<file path="config.mk">
export PLATFORM = sky130hd
export DESIGN_NAME = vending_mach_gen
export DESIGN_NICKNAME = d
export VERILOG_FILES = /design/src/rtl/vending_mach_gen.sv
export SDC_FILE = /design/constraint.sdc
export NUM_CORES = 1
export LEC_CHECK = 0
export BUFFER_PORTS_ARGS = -buffer_cell sky130_fd_sc_hd__buf_2
export CORE_MARGIN = 3
export CORE_UTILIZATION = 50
export DETAILED_ROUTE_END_ITERATION = 8
export GPL_TIMING_DRIVEN = 0
export PLACE_DENSITY_LB_ADDON = 0.1
export SKIP_LAST_GASP = 1
export SLEW_MARGIN = 0
export SYNTH_ARGS = -nofsm -noshare
export SYNTH_HDL_FRONTEND = slang
export SYNTH_SLANG_ARGS = --single-unit
</file>
<file path="constraint.sdc">
create_clock -name clock -period 5.78 [get_ports clock]
set_clock_uncertainty 0.2 [all_clocks]
set_input_delay 0.578 -clock clock [delete_from_list [all_inputs] [get_ports clock]]
set_output_delay 0.578 -clock clock [all_outputs]
set_load 0.01 [all_outputs]
</file>
<file path="src/rtl/vending_mach_gen.sv">
// Coin vending controller: accumulates credit, vends at PRICE, and returns excess
// or cancelled credit as a train of COIN_A-valued change pulses.
module vending_mach_gen #(
    parameter int CW         = 8,
    parameter int PRICE      = 15,
    parameter int COIN_A     = 5,
    parameter int COIN_B     = 10,
    parameter int MAX_CREDIT = 30
) (
    input  logic          clock,
    input  logic          rst,
    input  logic [1:0]    din,
    input  logic          cancel,
    output logic          dispense,
    output logic          change_out,
    output logic          coin_reject,
    output logic [CW-1:0] credit,
    output logic          busy
);

    generate
        if ((PRICE % COIN_A) != 0 || (COIN_B % COIN_A) != 0 || (MAX_CREDIT % COIN_A) != 0 ||
            PRICE > MAX_CREDIT || MAX_CREDIT >= (2 ** CW)) begin : g_bad_params
            $fatal(1, "vending_mach_gen: illegal parameter combination");
        end
    endgenerate

    typedef enum logic [1:0] {
        S_IDLE,
        S_COLLECT,
        S_VEND,
        S_REFUND
    } state_t;

    // One extra bit so credit+coin can be compared against MAX_CREDIT without wrapping.
    localparam logic [CW:0] PRICE_W = (CW+1)'(PRICE);
    localparam logic [CW:0] MAX_W   = (CW+1)'(MAX_CREDIT);
    localparam logic [CW:0] COINA_W = (CW+1)'(COIN_A);
    localparam logic [CW:0] COINB_W = (CW+1)'(COIN_B);
    localparam logic [CW-1:0] UNIT  = CW'(COIN_A);

    state_t        state_q, state_d;
    logic [CW-1:0] credit_q, credit_d;
    logic          dispense_q, change_q, reject_q, busy_q;
    logic          reject_d;
    logic          coin_vld;
    logic [CW:0]   coin_val;
    logic [CW:0]   sum;

    assign coin_vld = din[1];
    assign coin_val = din[0] ? COINB_W : COINA_W;
    assign sum      = {1'b0, credit_q} + coin_val;

    always_comb begin
        state_d  = state_q;
        credit_d = credit_q;
        reject_d = 1'b0;
        case (state_q)
            S_IDLE, S_COLLECT: begin
                if (cancel && state_q == S_COLLECT) begin
                    // Cancel wins over a coin on the same edge.
                    state_d  = S_REFUND;
                    reject_d = coin_vld;
                end else if (coin_vld) begin
                    if (sum > MAX_W) begin
                        reject_d = 1'b1;
                    end else if (sum >= PRICE_W) begin
                        credit_d = CW'(sum - PRICE_W);
                        state_d  = S_VEND;
                    end else begin
                        credit_d = CW'(sum);
                        state_d  = S_COLLECT;
                    end
                end
            end
            S_VEND: begin
                reject_d = coin_vld;
                state_d  = (credit_q != '0) ? S_REFUND : S_IDLE;
            end
            S_REFUND: begin
                reject_d = coin_vld;
                if (credit_q <= UNIT) begin
                    credit_d = '0;
                    state_d  = S_IDLE;
                end else begin
                    credit_d = credit_q - UNIT;
                end
            end
            default: begin
                state_d  = S_IDLE;
                credit_d = '0;
            end
        endcase
    end

    always_ff @(posedge clock) begin
        if (rst) begin
            state_q    <= S_IDLE;
            credit_q   <= '0;
            dispense_q <= 1'b0;
            change_q   <= 1'b0;
            reject_q   <= 1'b0;
            busy_q     <= 1'b0;
        end else begin
            state_q    <= state_d;
            credit_q   <= credit_d;
            dispense_q <= (state_d == S_VEND);
            change_q   <= (state_d == S_REFUND);
            reject_q   <= reject_d;
            busy_q     <= (state_d == S_VEND) || (state_d == S_REFUND);
        end
    end

    assign dispense    = dispense_q;
    assign change_out  = change_q;
    assign coin_reject = reject_q;
    assign credit      = credit_q;
    assign busy        = busy_q;

endmodule

</file>
==> results of run 1 <==
[power breakdown]
group	leakage, nW	total, mW	internal [mW]	switching (mW)
Sequential	0.115	0.151	0.125	0.0262
Combinational	0.513	0.538	0.222	0.316
Clock	0.0210	0.0718	0.0384	0.0334
[cells in the final DEF, fill, tap and decap left out, drive strengths merged, types with 2 or more instances in the layout]
cell type  count
o22ai          4
nand2          7
nor2          20
ha             9
or2            3
nand3b         2
a21oi         18
nor3           8
o21a           3
buf           18
dfxtp         14
and2           3
o21ai         11
a211oi         8
a31oi          4
clkbuf         7
xor2           3
a2111oi        2
xnor2          3
inv           10
o31ai          3
o32ai          4
nand3          7
nor2b          3
[worst paths after layout]
kind | startpoint | endpoint | slack (ns) | cells after the start
worst min register to register | credit[7] | credit[7] | 0.43 | 2
worst max-delay path | din[0] | credit[2] | 2.39 | 12
worst min-delay path | din[1] | coin_reject | 0.32 | 3
worst max register to register | credit[0] | credit[2] | 2.52 | 10
[registers in the layout, indices dropped and copies added, names as in the netlist]
| name | cells |
|---|---|
| credit | 8 |
| state_q | 2 |
| busy | 1 |
| change_out | 1 |
| coin_reject | 1 |
| dispense | 1 |
[cells in the mapped netlist (2+ instances only)]
library cell  number
nand3_1            7
dfxtp_1           14
nor3_1             8
xnor2_1            3
a211oi_1           4
a21oi_1           18
a2111oi_0          2
nor2b_1            3
xor2_1             2
o31ai_1            3
buf_6              2
and2_1             2
ha_1               9
o21a_1             3
nand2_1            7
or2_2              2
inv_1             10
a211oi_2           3
o21ai_0           10
o32ai_1            3
a31oi_1            4
o22ai_1            3
nor2_1            20
[routing by layer]
layer,vias to the layer above,wire [um],global-route usage,part of all wire
met1,638,1490,0.275,0.45
met5,-,0,0,0
met2,55,1540,0.347,0.47
li1,672,-,-,-
met4,0,21,0.0596,0.0064
met3,4,252,0.0512,0.076
[per-stage QoR]
step / power (mW) / instance area (um^2) / cells / utilization
6_report: 0.760 / 1510 / 220 / 0.595
5_1_grt: 0.825 / 1510 / 220 / 0.595
4_1_cts: 0.756 / 1510 / 220 / 0.595
3_5_place_dp: 0.683 / 1480 / 216 / 0.581
3_3_place_gp: 0.674 / 1480 / 216 / 0.581
2_1_floorplan: 0.569 / 1370 / 171 / -
[layout make-up]
cell class,instances,share of cell area
multi-input cells,141,0.657
flip-flops and latches,14,0.185
repair buffers,15,0.0496
plain buffers,6,0.0347
inverters,10,0.0248
well taps,30,0.0248
clock buffers,4,0.0240
[tightest hold or removal path, cell delays in order]
cell and delay [ns]:
buf_2 0.10, nand2_1 0.05, a21oi_1 0.03
[cells by family (layout without fill, tap and decap cells)]
| logic type | Yosys count | count (layout) |
|---|---|---|
| mux | 1 | 1 |
| fa+ha+maj | 10 | 10 |
| compound gates | 64 | 64 |
| flops | 14 | 14 |
| buf+inv | 16 | 35 |
| xor+xnor | 6 | 6 |
| simple gates | 60 | 60 |
==> results.txt, run 1 <==
The gate count after technology mapping is 171. The number of endpoints with negative hold slack in the final report came out at 0. The count of cell types in the netlist is 52. The register area is 280 um^2. The worst setup path is launched from a primary input. Setup repair after global routing left no endpoint under its margin. The final routed wirelength across all metal layers came out at 3300 um. TritonCTS built the clock tree. The number of input and output port buffers inserted came out at 15. Counting stages on the worst path, the most repeated cell is a211oi_2. On the critical path the largest part of the delay comes from compound AO/OA/AOI/OAI gates. The number of buffers on the longest clock path is 2. The clock sink total is 14. From synthesis to final layout, the design area changed by 10.9%. The last weighted congestion value of the routability-driven placer came out at 0.858.

The via count of the first global-routing pass is 1219. The sequential share of the synthesized area is 0.205. The cell at the root of the clock tree is clkbuf_4. Clock tree synthesis inserted a total of 3 buffers. Entering global routing, the biggest net connects 11 pins.

The total number of yosys warnings is 0. After filler insertion, the fill cell instance count of the layout stands at 226. The path class of the tightest hold or removal check is primary input to flop.

The critical path in this run is classified as primary input to flop. The detail route stage leaves a number of antenna-violating nets equal to 0. The summed negative setup slack over all endpoints came out at 0 ns. 17 I/O pins were placed. The max-capacitance violation count is 0. CTS built an H-tree with a depth of 1. The row count came out at 18. The detailed placement HPWL came out at 2590 um.

The post-synthesis share of cell area spent on and, or, nand and nor gates is 0.241. The complex-gate fraction of the synthesized area came out at 0.339. The placeable core area came out at 2540 um^2. The total power divided by cell area is 502 nW/um^2.

The ratio of cells with drive above 1 in the final layout came out at 0.216. The number of flip-flops and latches in the synthesized netlist came out at 14. The first TritonRoute pass finished after 4 iterations. In the finished design, the share of the clock period the worst path needs comes to 0.586. The share of synthesized area in the top cell type comes to 0.205. In the routed layout, each cell is associated on average with a via count of 6.22. In this run, synthesis inferred 0 flip-flops with an integrated enable. The delay of the slowest critical-path stage is 0.46 ns. The worst path arrival time is 3.36 ns.

The pin slew with the least headroom to its limit is 0.612 ns. Once routing completed, OpenROAD measured the worst setup slack at 2.39 ns. Hold timing on the final database bottoms out at a slack of 0.315 ns.

The final routed wire length divided by cell count is 15.0 um. The residual DRC count is 0. For this run, the top clock speed supported by timing is 0.295 GHz. The total congestion overflow came out at 0. For the worst-skew pair, the clock arrives at the later sink with an insertion delay of 0.29 ns. The flow ran to the end, and the final reports show no timing, DRC or antenna violations. The average cell area after synthesis is 7.98 um^2. The share of synthesized registers carrying an async set or reset came out at 0. Traced cell by cell, the critical path runs through buf_2, inv_1, ha_1, fa_1, a211oi_2, nor3_1, nand4b_1, a211oi_2, a21oi_1, buf_6, a211oi_1, o22ai_1.

The proportion of synthesized area in mux cells is 0.00733. The die covers 3390 um^2. After synthesis the cells add up to 1370 um^2. The shortest clock period the worst path allows after layout came out at 3.39 ns. The die is 58.3 um wide. The number of antenna violations at the first check in global routing is 0. For this run, the leading register cell type out of synthesis is dfxtp_1. The total nets after synthesis is 186. The slowest stage of the critical path is the fa_1 cell.

In the final design database the tool counted 206 nets. The routed via count is 1369. The total of endpoints with negative setup slack in the final report came out at 0. The worst vdd rail ir drop is 0.267 mV.

By area the synthesized netlist is led by dfxtp_1 21%, ha_1 8.2%, a21oi_1 6.6%, nor2_1 5.5%, o21ai_0 3.7%. The worst-path maximum fanout is 10. The final max-slew violation count came to 0. The area of the multi-input gates came out at 995 um^2. The required time at the endpoint of the critical path is 5.75 ns. The initial standard-cell utilization of the core came out at 0.536. The parity-gate share of the synthesized area counting xor and xnor cells is 0.0440. The wire length of the first global-routing pass came out at 5620 um. The post-cts resize count is 0. Clock-pin slew was measured on the worst setup and hold paths at 0.08 ns. Counting both buffers and inverters, the worst setup path holds a total of 3. The worst relative slew slack is 0.587. The fraction of the mapped netlist area in adder cells came out at 0.0972.

The leading area contributor after synthesis is dfxtp_1. The iteration-0 DRC count of the detailed router came out at 51. The die span in y is 58.3 um. For this design, the CTS-stage hold fixing added 0 buffers.

The pre-CTS worst setup slack came out at 2.13 ns. Across every metal layer, demand over resource in global routing totals 0.211. By area, the combinational part of the netlist is dominated by compound AO/OA/AOI/OAI gates.

The repair_antennas step left the layout with diodes totalling 0. The worst setup path is captured at a flop. The post-CTS setup buffer count is 0. The analysis attributes to cell leakage a power of 0.649 nW.
Power figures use the tool's default switching activity.
==> run 2, diff against run 1 <==
--- a/config.mk
+++ b/config.mk
@@ -5,6 +5,7 @@
 export SDC_FILE = /design/constraint.sdc
 export NUM_CORES = 1
 export LEC_CHECK = 0
+export ABC_AREA = 1
 export BUFFER_PORTS_ARGS = -buffer_cell sky130_fd_sc_hd__buf_2
 export CORE_MARGIN = 3
 export CORE_UTILIZATION = 50
==> constraint.sdc (replaced) <==
create_clock -name clock -period 3.26 [get_ports clock]
set_clock_uncertainty 0.2 [all_clocks]
set_input_delay 0.326 -clock clock [delete_from_list [all_inputs] [get_ports clock]]
set_output_delay 0.326 -clock clock [all_outputs]
set_load 0.01 [all_outputs]
==> results.txt, run 2 <==
Status: finished clean (unchanged). The wire length of the first global-routing pass is 5300 um (was 5620 um). The portion of synthesized cell area occupied by the leading cell type is 0.198 (was 0.205). The leading area contributor after synthesis is dfxtp_1 (unchanged).

The final net count is 255 (was 206). The maximum clock frequency came out at 0.370 GHz. The initial standard-cell utilization of the core is 0.547 (was 0.536).

The share of synthesized registers carrying an async set or reset came out at 0 (unchanged). The overall power of the completed layout came out at 1.32 mW (was 0.760 mW). The cell at the root of the clock tree is clkbuf_4 (unchanged). The worst hold path cell count came out at 2 (was 3). The number of vias per cell came out at 5.04 (was 6.22). The worst relative slew slack is 0.728 (was 0.587). The summed negative setup slack over all endpoints came out at 0 ns (unchanged). The worst vdd rail ir drop is 0.575 mV (was 0.267 mV).

The ratio of cells with drive above 1 in the final layout was 0.222 (was 0.216). The leakage component of the power came out at 0.866 nW (was 0.649 nW). The placeable core area came out at 2590 um^2 (was 2540 um^2). The number of input and output port buffers inserted came out at 16 (was 15). The total cell area at the placement stage came out at 1530 um^2 (was 1480 um^2). The cell depth of the worst flop-to-flop path came to 10 (unchanged). Top library cells by usage in the layout, fill and taps aside: 55 x nand2_1, 30 x inv_1, 22 x nor2_1, 18 x nand3_1, 17 x buf_2 (was 20 x nor2_1, 18 x a21oi_1, 15 x buf_2, 14 x dfxtp_1). The number of antenna violations at the first check in global routing is 0 (unchanged). The die span in y is 59.2 um (was 58.3 um). The gate count after technology mapping came out at 219 (was 171). The type of origin of the critical path is a flop (was primary input). The count of placed standard cells in the final layout, fillers left out is 269 (was 220).

The number of endpoints with negative hold slack in the final report is 0 (unchanged). The area added between synthesis and finish is 10.9% (about the same). The worst path arrival time came out at 2.73 ns (was 3.36 ns). The CTS tree is done (unchanged). The post-synthesis cell area was 1420 um^2 (was 1370 um^2). The critical setup path kind is flop to flop (was primary input to flop). The pre-CTS worst setup slack is 0.416 ns (was 2.13 ns). The antenna diode count is 0 (unchanged). The number of cells after detailed placement is 265 (was 216).

The post-cts resize count came out at 0 (unchanged). The number of flip-flops and latches in the synthesized netlist is 14 (unchanged). The share of the clock period used by the worst path came out at 0.828. The clock-pin slew reported for the worst setup and hold paths after clock tree synthesis is 0.09 ns (was 0.08 ns). The leading cell type in the layout, fill and taps excluded is nand2_1 (was nor2_1). The worst-path maximum fanout is 9 (was 10).

The source of the worst hold timing path is rst (was din[1]). The residual DRC count is 0 (unchanged). The last weighted congestion value of the routability-driven placer was 0.870 (was 0.858). The H-tree level count is 1 (unchanged). The utilization of the core after routing is 0.606 (was 0.595).

The total of endpoints with negative setup slack in the final report was 0 (unchanged). The horizontal extent of the die is 59.2 um (was 58.3 um). The worst-case register-to-register setup slack came out at 0.56 ns (was 2.52 ns). The iteration-0 DRC count of the detailed router came out at 64 (was 51).

The count of cell types in the netlist is 30 (was 52). The count of antenna-violating nets left after detailed routing is 0 (unchanged). The top-level port count came out at 17 (unchanged). The average cell area after synthesis came out at 6.47 um^2 (was 7.98 um^2). The insertion delay to the later sink of the worst-skew pair is 0.29 ns (about the same).

The die area is 3510 um^2 (was 3390 um^2). The capture instance of the worst register-to-register path was credit[0] (was credit[2]). The detailed placement HPWL is 2490 um (was 2590 um). The sequential share of the synthesized area came out at 0.198 (was 0.205). The total power divided by cell area is 842 nW/um^2 (was 502 nW/um^2). The post-CTS setup buffer count is 0 (unchanged). The endpoint of the worst hold-timing path is state_q[0] (was coin_reject). The cell area after layout is 1570 um^2 (was 1510 um^2). The clock sink total is 14 (unchanged). The max-capacitance violation count came out at 0 (unchanged). The final routed wirelength across all metal layers came out at 3150 um (was 3300 um). The kind of end point of the critical path is a flop (unchanged).

The prevailing post-synth register cell is dfxtp_1 (unchanged). The type of the tightest min-delay check is primary input to flop (unchanged). Ranking of synthesized cells by area: dfxtp_1 20%, nand2_1 15%, ha_1 8.0%, inv_1 8.0%, nand3_1 6.4% (was dfxtp_1 21%, ha_1 8.2%, a21oi_1 6.6%, nor2_1 5.5%, o21ai_0 3.7%). The pin slew with the least headroom to its limit is 0.409 ns (was 0.612 ns). The total iterations of the first detailed-routing run came to 6 (was 4). The final routed wire length divided by cell count came to 11.7 um (was 15.0 um). The final max-slew violation count was 0 (unchanged).

The routed via count came out at 1355 (was 1369). The total nets after synthesis is 234 (was 186). The source of the worst register-to-register timing path is credit[0] (unchanged). The total number of yosys warnings is 0 (unchanged). The worst-case hold slack was 0.00834 ns (was 0.315 ns).

Cell types with the highest counts after synthesis: 55 x nand2_1, 30 x inv_1, 22 x nor2_1 (was 20 x nor2_1, 18 x a21oi_1, 14 x dfxtp_1). The row count is 18 (unchanged). The number of flops mapped to enable cells by yosys came to 0 (unchanged). The count of hold-fix buffers inserted at cts came to 0 (unchanged). The overall track demand over capacity in global routing came out at 0.198 (was 0.211).

The required time at the endpoint of the critical path is 3.29 ns (was 5.75 ns). The largest net degree at the start of global routing came out at 11 (unchanged). The cell with the most instances after synthesis is nand2_1 (was nor2_1). The TritonCTS buffer count was 3 (unchanged). The number of buffers on the longest clock path is 2 (unchanged).

The smallest clock period supported by the final layout is computed as 2.70 ns. The total congestion overflow came out at 0 (unchanged). The worst-case setup margin in the final layout is 0.561 ns (was 2.39 ns). RSZ-0062 raised after global routing: false (unchanged).

The number of flip-flops under the largest register name is 8 (unchanged). The via count of the first global-routing pass is 1204 (was 1219).
## run 2: changes by cell type in the layout (fill, tap and decap cells not counted), sizes merged, moves of 4 or more
| cell | before | now |
|---|---|---|
| a211oi | 8 | 0 |
| inv | 10 | 32 |
| nand2 | 7 | 67 |
| nand3 | 7 | 23 |
| nand4 | 1 | 5 |
| nor2 | 20 | 28 |
| o22ai | 4 | 0 |
| o32ai | 4 | 0 |
## run 2: critical path, stage by stage, from the launching register on
cell and delay, ns:
dfxtp_1 0.37, ha_1 0.24, fa_1 0.60, ha_1 0.23, inv_1 0.06, nor3_2 0.32, a21oi_2 0.08, nand2_4 0.14
xor2_1 0.20, nand2_1 0.07, a21oi_1 0.13
## run 2: worst max path at each step
| stage | from | endpoint | slack [ns] | depth (start not counted) |
|---|---|---|---|---|
| 6_report | credit[0] | credit[0] | 0.56 | 10 |
| 5_1_grt | credit[0] | dispense | 0.39 | 14 |
| 2_1_floorplan | din[0] | dispense | 0.80 | 15 |
| 3_5_place_dp | din[0] | dispense | 0.42 | 16 |
| 4_1_cts | credit[0] | change_out | 0.55 | 11 |
| 3_3_place_gp | din[0] | credit[5] | 0.40 | 13 |
## run 2: area by class of cell
cell class,instances,area [um^2]
fill,274,1020
multi-input combinational,171,1000
sequential,14,280
inverter,32,123
timing repair buffer,16,80.1
tap,30,37.5
clock buffer,4,36.3
buffer,2,8.76
## run 2: where the power goes
part / switching, mW / leakage, nW / internal (mW) / total (mW)
combinational: 0.582 / 0.730 / 0.333 / 0.915
sequential: 0.0508 / 0.115 / 0.225 / 0.276
clock: 0.0636 / 0.0210 / 0.0681 / 0.132
## run 2: cell families after synthesis
| family | count (synthesis) | synth area share |
|---|---|---|
| and+or+nand+nor | 129 | 0.460 |
| buffers and inverters | 34 | 0.0928 |
| AOI/OAI and AO/OA | 27 | 0.119 |
| DFF | 14 | 0.198 |
| adders and majority gates | 10 | 0.0936 |
| xor gates and xnor gates | 5 | 0.0362 |
## run 2: per-layer routing
| metal | share of wire | track usage |
|---|---|---|
| met5 | 0 | 0 |
| met4 | 0.014 | 0.0680 |
| met3 | 0.024 | 0.0261 |
| met2 | 0.44 | 0.301 |
| met1 | 0.53 | 0.284 |
==> run 3, diff against run 2 <==
==> constraint.sdc (replaced) <==
create_clock -name clock -period 2.65 [get_ports clock]
set_clock_uncertainty 0.2 [all_clocks]
set_input_delay 0.265 -clock clock [delete_from_list [all_inputs] [get_ports clock]]
set_output_delay 0.265 -clock clock [all_outputs]
set_load 0.01 [all_outputs]
==> results.txt, run 3 (same netlist as run 2, synthesis figures left out) <==
The residual DRC count is 0 (unchanged). The worst-case setup margin in the final layout was 0.0346 ns (was 0.561 ns). The number of buffers on the longest clock path came out at 2 (unchanged). The row count came out at 18 (unchanged).

The total of endpoints with negative setup slack in the final report came out at 0 (unchanged). The worst-path maximum fanout was 5 (was 9). The antenna diode count was 0 (unchanged).

The source of the worst hold timing path is din[1] (was rst). RSZ-0062 raised after global routing: true (was false). The number of endpoints with negative hold slack in the final report came out at 0 (unchanged).

The worst-case register-to-register setup slack came to 0.03 ns (was 0.56 ns). The horizontal extent of the die is 59.2 um (unchanged). The overall power of the completed layout came out at 1.91 mW (was 1.32 mW). The via count of the first global-routing pass is 1231 (was 1204). Status: finished clean (unchanged).

The clock-pin slew reported for the worst setup and hold paths after clock tree synthesis was 0.09 ns (about the same). The part of the power in the clock network was 0.085 (was 0.100). The area of the multi-input gates is 1080 um^2 (was 1000 um^2). The worst path arrival time is 2.64 ns (was 2.73 ns). The summed negative setup slack over all endpoints is 0 ns (unchanged).

The final net count is 264 (was 255). The final max-slew violation count came out at 0 (unchanged). The CTS tree is done (unchanged). The endpoint of the worst hold-timing path is coin_reject (was state_q[0]). The critical setup path kind is flop to flop (unchanged). The placeable core area came out at 2590 um^2 (unchanged). The area added between synthesis and finish is 22.3% (was 10.9%). The cell depth of the worst flop-to-flop path came out at 12 (was 10). The number of antenna violations at the first check in global routing came to 0 (unchanged). The count of antenna-violating nets left after detailed routing is 0 (unchanged). The initial standard-cell utilization of the core is 0.547 (unchanged). The die span in y is 59.2 um (unchanged).

The number of input and output port buffers inserted is 16 (unchanged). The worst hold path cell count is 3 (was 2). The number of flip-flops under the largest register name is 8 (unchanged). The ratio of cells with drive above 1 in the final layout is 0.294 (was 0.222). The leakage component of the power is 0.921 nW (was 0.866 nW).

The iteration-0 DRC count of the detailed router is 74 (was 64). The wire length of the first global-routing pass came out at 5370 um (was 5300 um). The routed via count came out at 1451 (was 1355). The fraction of power spent switching nets is 0.505 (was 0.527). The source of the worst register-to-register timing path is credit[0] (unchanged). The top-level port count came to 17 (unchanged). The leading cell type in the layout, fill and taps excluded is nand2_1 (unchanged). The final routed wirelength across all metal layers came out at 3430 um (was 3150 um).

The required time at the endpoint of the critical path came out at 2.67 ns (was 3.29 ns). The max-capacitance violation count is 0 (unchanged). The die area is 3510 um^2 (unchanged).

The total congestion overflow is 0 (unchanged). The TritonCTS buffer count is 3 (unchanged). The register area came out at 285 um^2 (was 280 um^2). The pre-CTS worst setup slack came out at -0.133 ns (was 0.416 ns).

The detailed placement HPWL is 2490 um (unchanged). The pin slew with the least headroom to its limit came out at 0.398 ns (was 0.409 ns). The largest net degree at the start of global routing came out at 11 (unchanged). Top library cells by usage in the layout, fill and taps aside: 55 x nand2_1, 29 x inv_1, 20 x nor2_1, 18 x nand3_1, 17 x buf_2 (was 55 x nand2_1, 30 x inv_1, 22 x nor2_1, 18 x nand3_1, 17 x buf_2). The utilization of the core after routing came to 0.669 (was 0.606).

The worst-case hold slack is 0.0347 ns (was 0.00834 ns). The cell at the root of the clock tree is clkbuf_4 (unchanged). The overall track demand over capacity in global routing is 0.201 (was 0.198). The worst vdd rail ir drop is 0.731 mV (was 0.575 mV). The net switching power of the design came out at 0.964 mW (was 0.696 mW). The maximum clock frequency is 0.382 GHz (was 0.370 GHz). The portion of total power attributed to combinational logic was 0.735 (was 0.692).

The share of power burned in registers came out at 0.180 (was 0.209). The worst relative slew slack is 0.735 (was 0.728). The insertion delay to the later sink of the worst-skew pair came out at 0.29 ns (about the same). The total power divided by cell area is 1100 nW/um^2 (was 842 nW/um^2). The cell-internal power was 0.944 mW (was 0.626 mW). The capture instance of the worst register-to-register path is credit[0] (unchanged). The last weighted congestion value of the routability-driven placer is 0.870 (unchanged). The type of origin of the critical path is a flop (unchanged). The total iterations of the first detailed-routing run is 4 (was 6). The number of fillers in the final layout is 251 (was 274). The number of vias per cell is 5.22 (was 5.04). The share of the clock period used by the worst path is 0.987 (was 0.828). The kind of end point of the critical path is a flop (unchanged). The clock sink total came out at 14 (unchanged). The H-tree level count is 1 (unchanged). The shortest clock period the worst path allows after layout is 2.62 ns (was 2.70 ns). The type of the tightest min-delay check is primary input to flop (unchanged). The final routed wire length divided by cell count came to 12.3 um (was 11.7 um).
run 3: routing by layer:
layer | global-route usage | up-vias | wire length, um
met5 | 0 | - | 0
met4 | 0.0680 | 0 | 43
met3 | 0.0261 | 5 | 85
met2 | 0.315 | 19 | 1580
met1 | 0.283 | 661 | 1730
li1 | - | 766 | -
run 3: timing repair:
action | 4_1_cts | 5_1_grt
hold buffers | 1 | 0
endpoints found under the hold margin | 2 | 0
pin swaps | 1 | 13
setup buffers | 1 | 7
resized for setup | 1 | 20
endpoints found under the setup margin | 7 | 13
run 3: critical path, stage by stage, from the launching register on:
cell and delay (ns):
dfxtp_4 0.37, ha_4 0.17, fa_2 0.66, nand2_1 0.08, nor2_1 0.15, nand3_1 0.12
nand2_1 0.14, nor3_4 0.06, nand2_4 0.11, buf_12 0.11, xor2_2 0.15, nand2_1 0.09
a21oi_2 0.13
run 3: how the worst max path moves through the flow:
stage | start | to | slack [ns] | cells after the start
finish | credit[0] | credit[0] | 0.03 | 12
floorplan | credit[0] | dispense | 0.20 | 14
detailed placement | din[0] | dispense | -0.13 | 16
global placement | din[0] | credit[5] | -0.15 | 13
global route | credit[0] | credit[0] | -0.11 | 12
CTS | credit[0] | change_out | -0.0003 | 11
run 3: through the flow:
step                      instances  area [um^2]
after floorplan                 219         1420
after global placement          265         1530
after detailed placement        265         1530
after CTS                       271         1590
after global routing            278         1730
final                           278         1730
run 3: final cells by class:
cell class	count	share of cell area
timing repair buffer	25	0.0960
multi-input combinational	171	0.621
clock buffer	4	0.0209
buffer	2	0.00505
tap	30	0.0217
sequential	14	0.165
inverter	32	0.0708
run 3: power groups by stage:
stage          combinational [mW]  sequential [mW]  clock [mW]
4_1_cts                      1.15            0.341       0.168
3_5_place_dp                 1.12            0.346           0
6_report                     1.40            0.344       0.162
2_1_floorplan               0.879            0.360           0
5_1_grt                      1.56            0.355       0.175
3_3_place_gp                 1.12            0.345           0
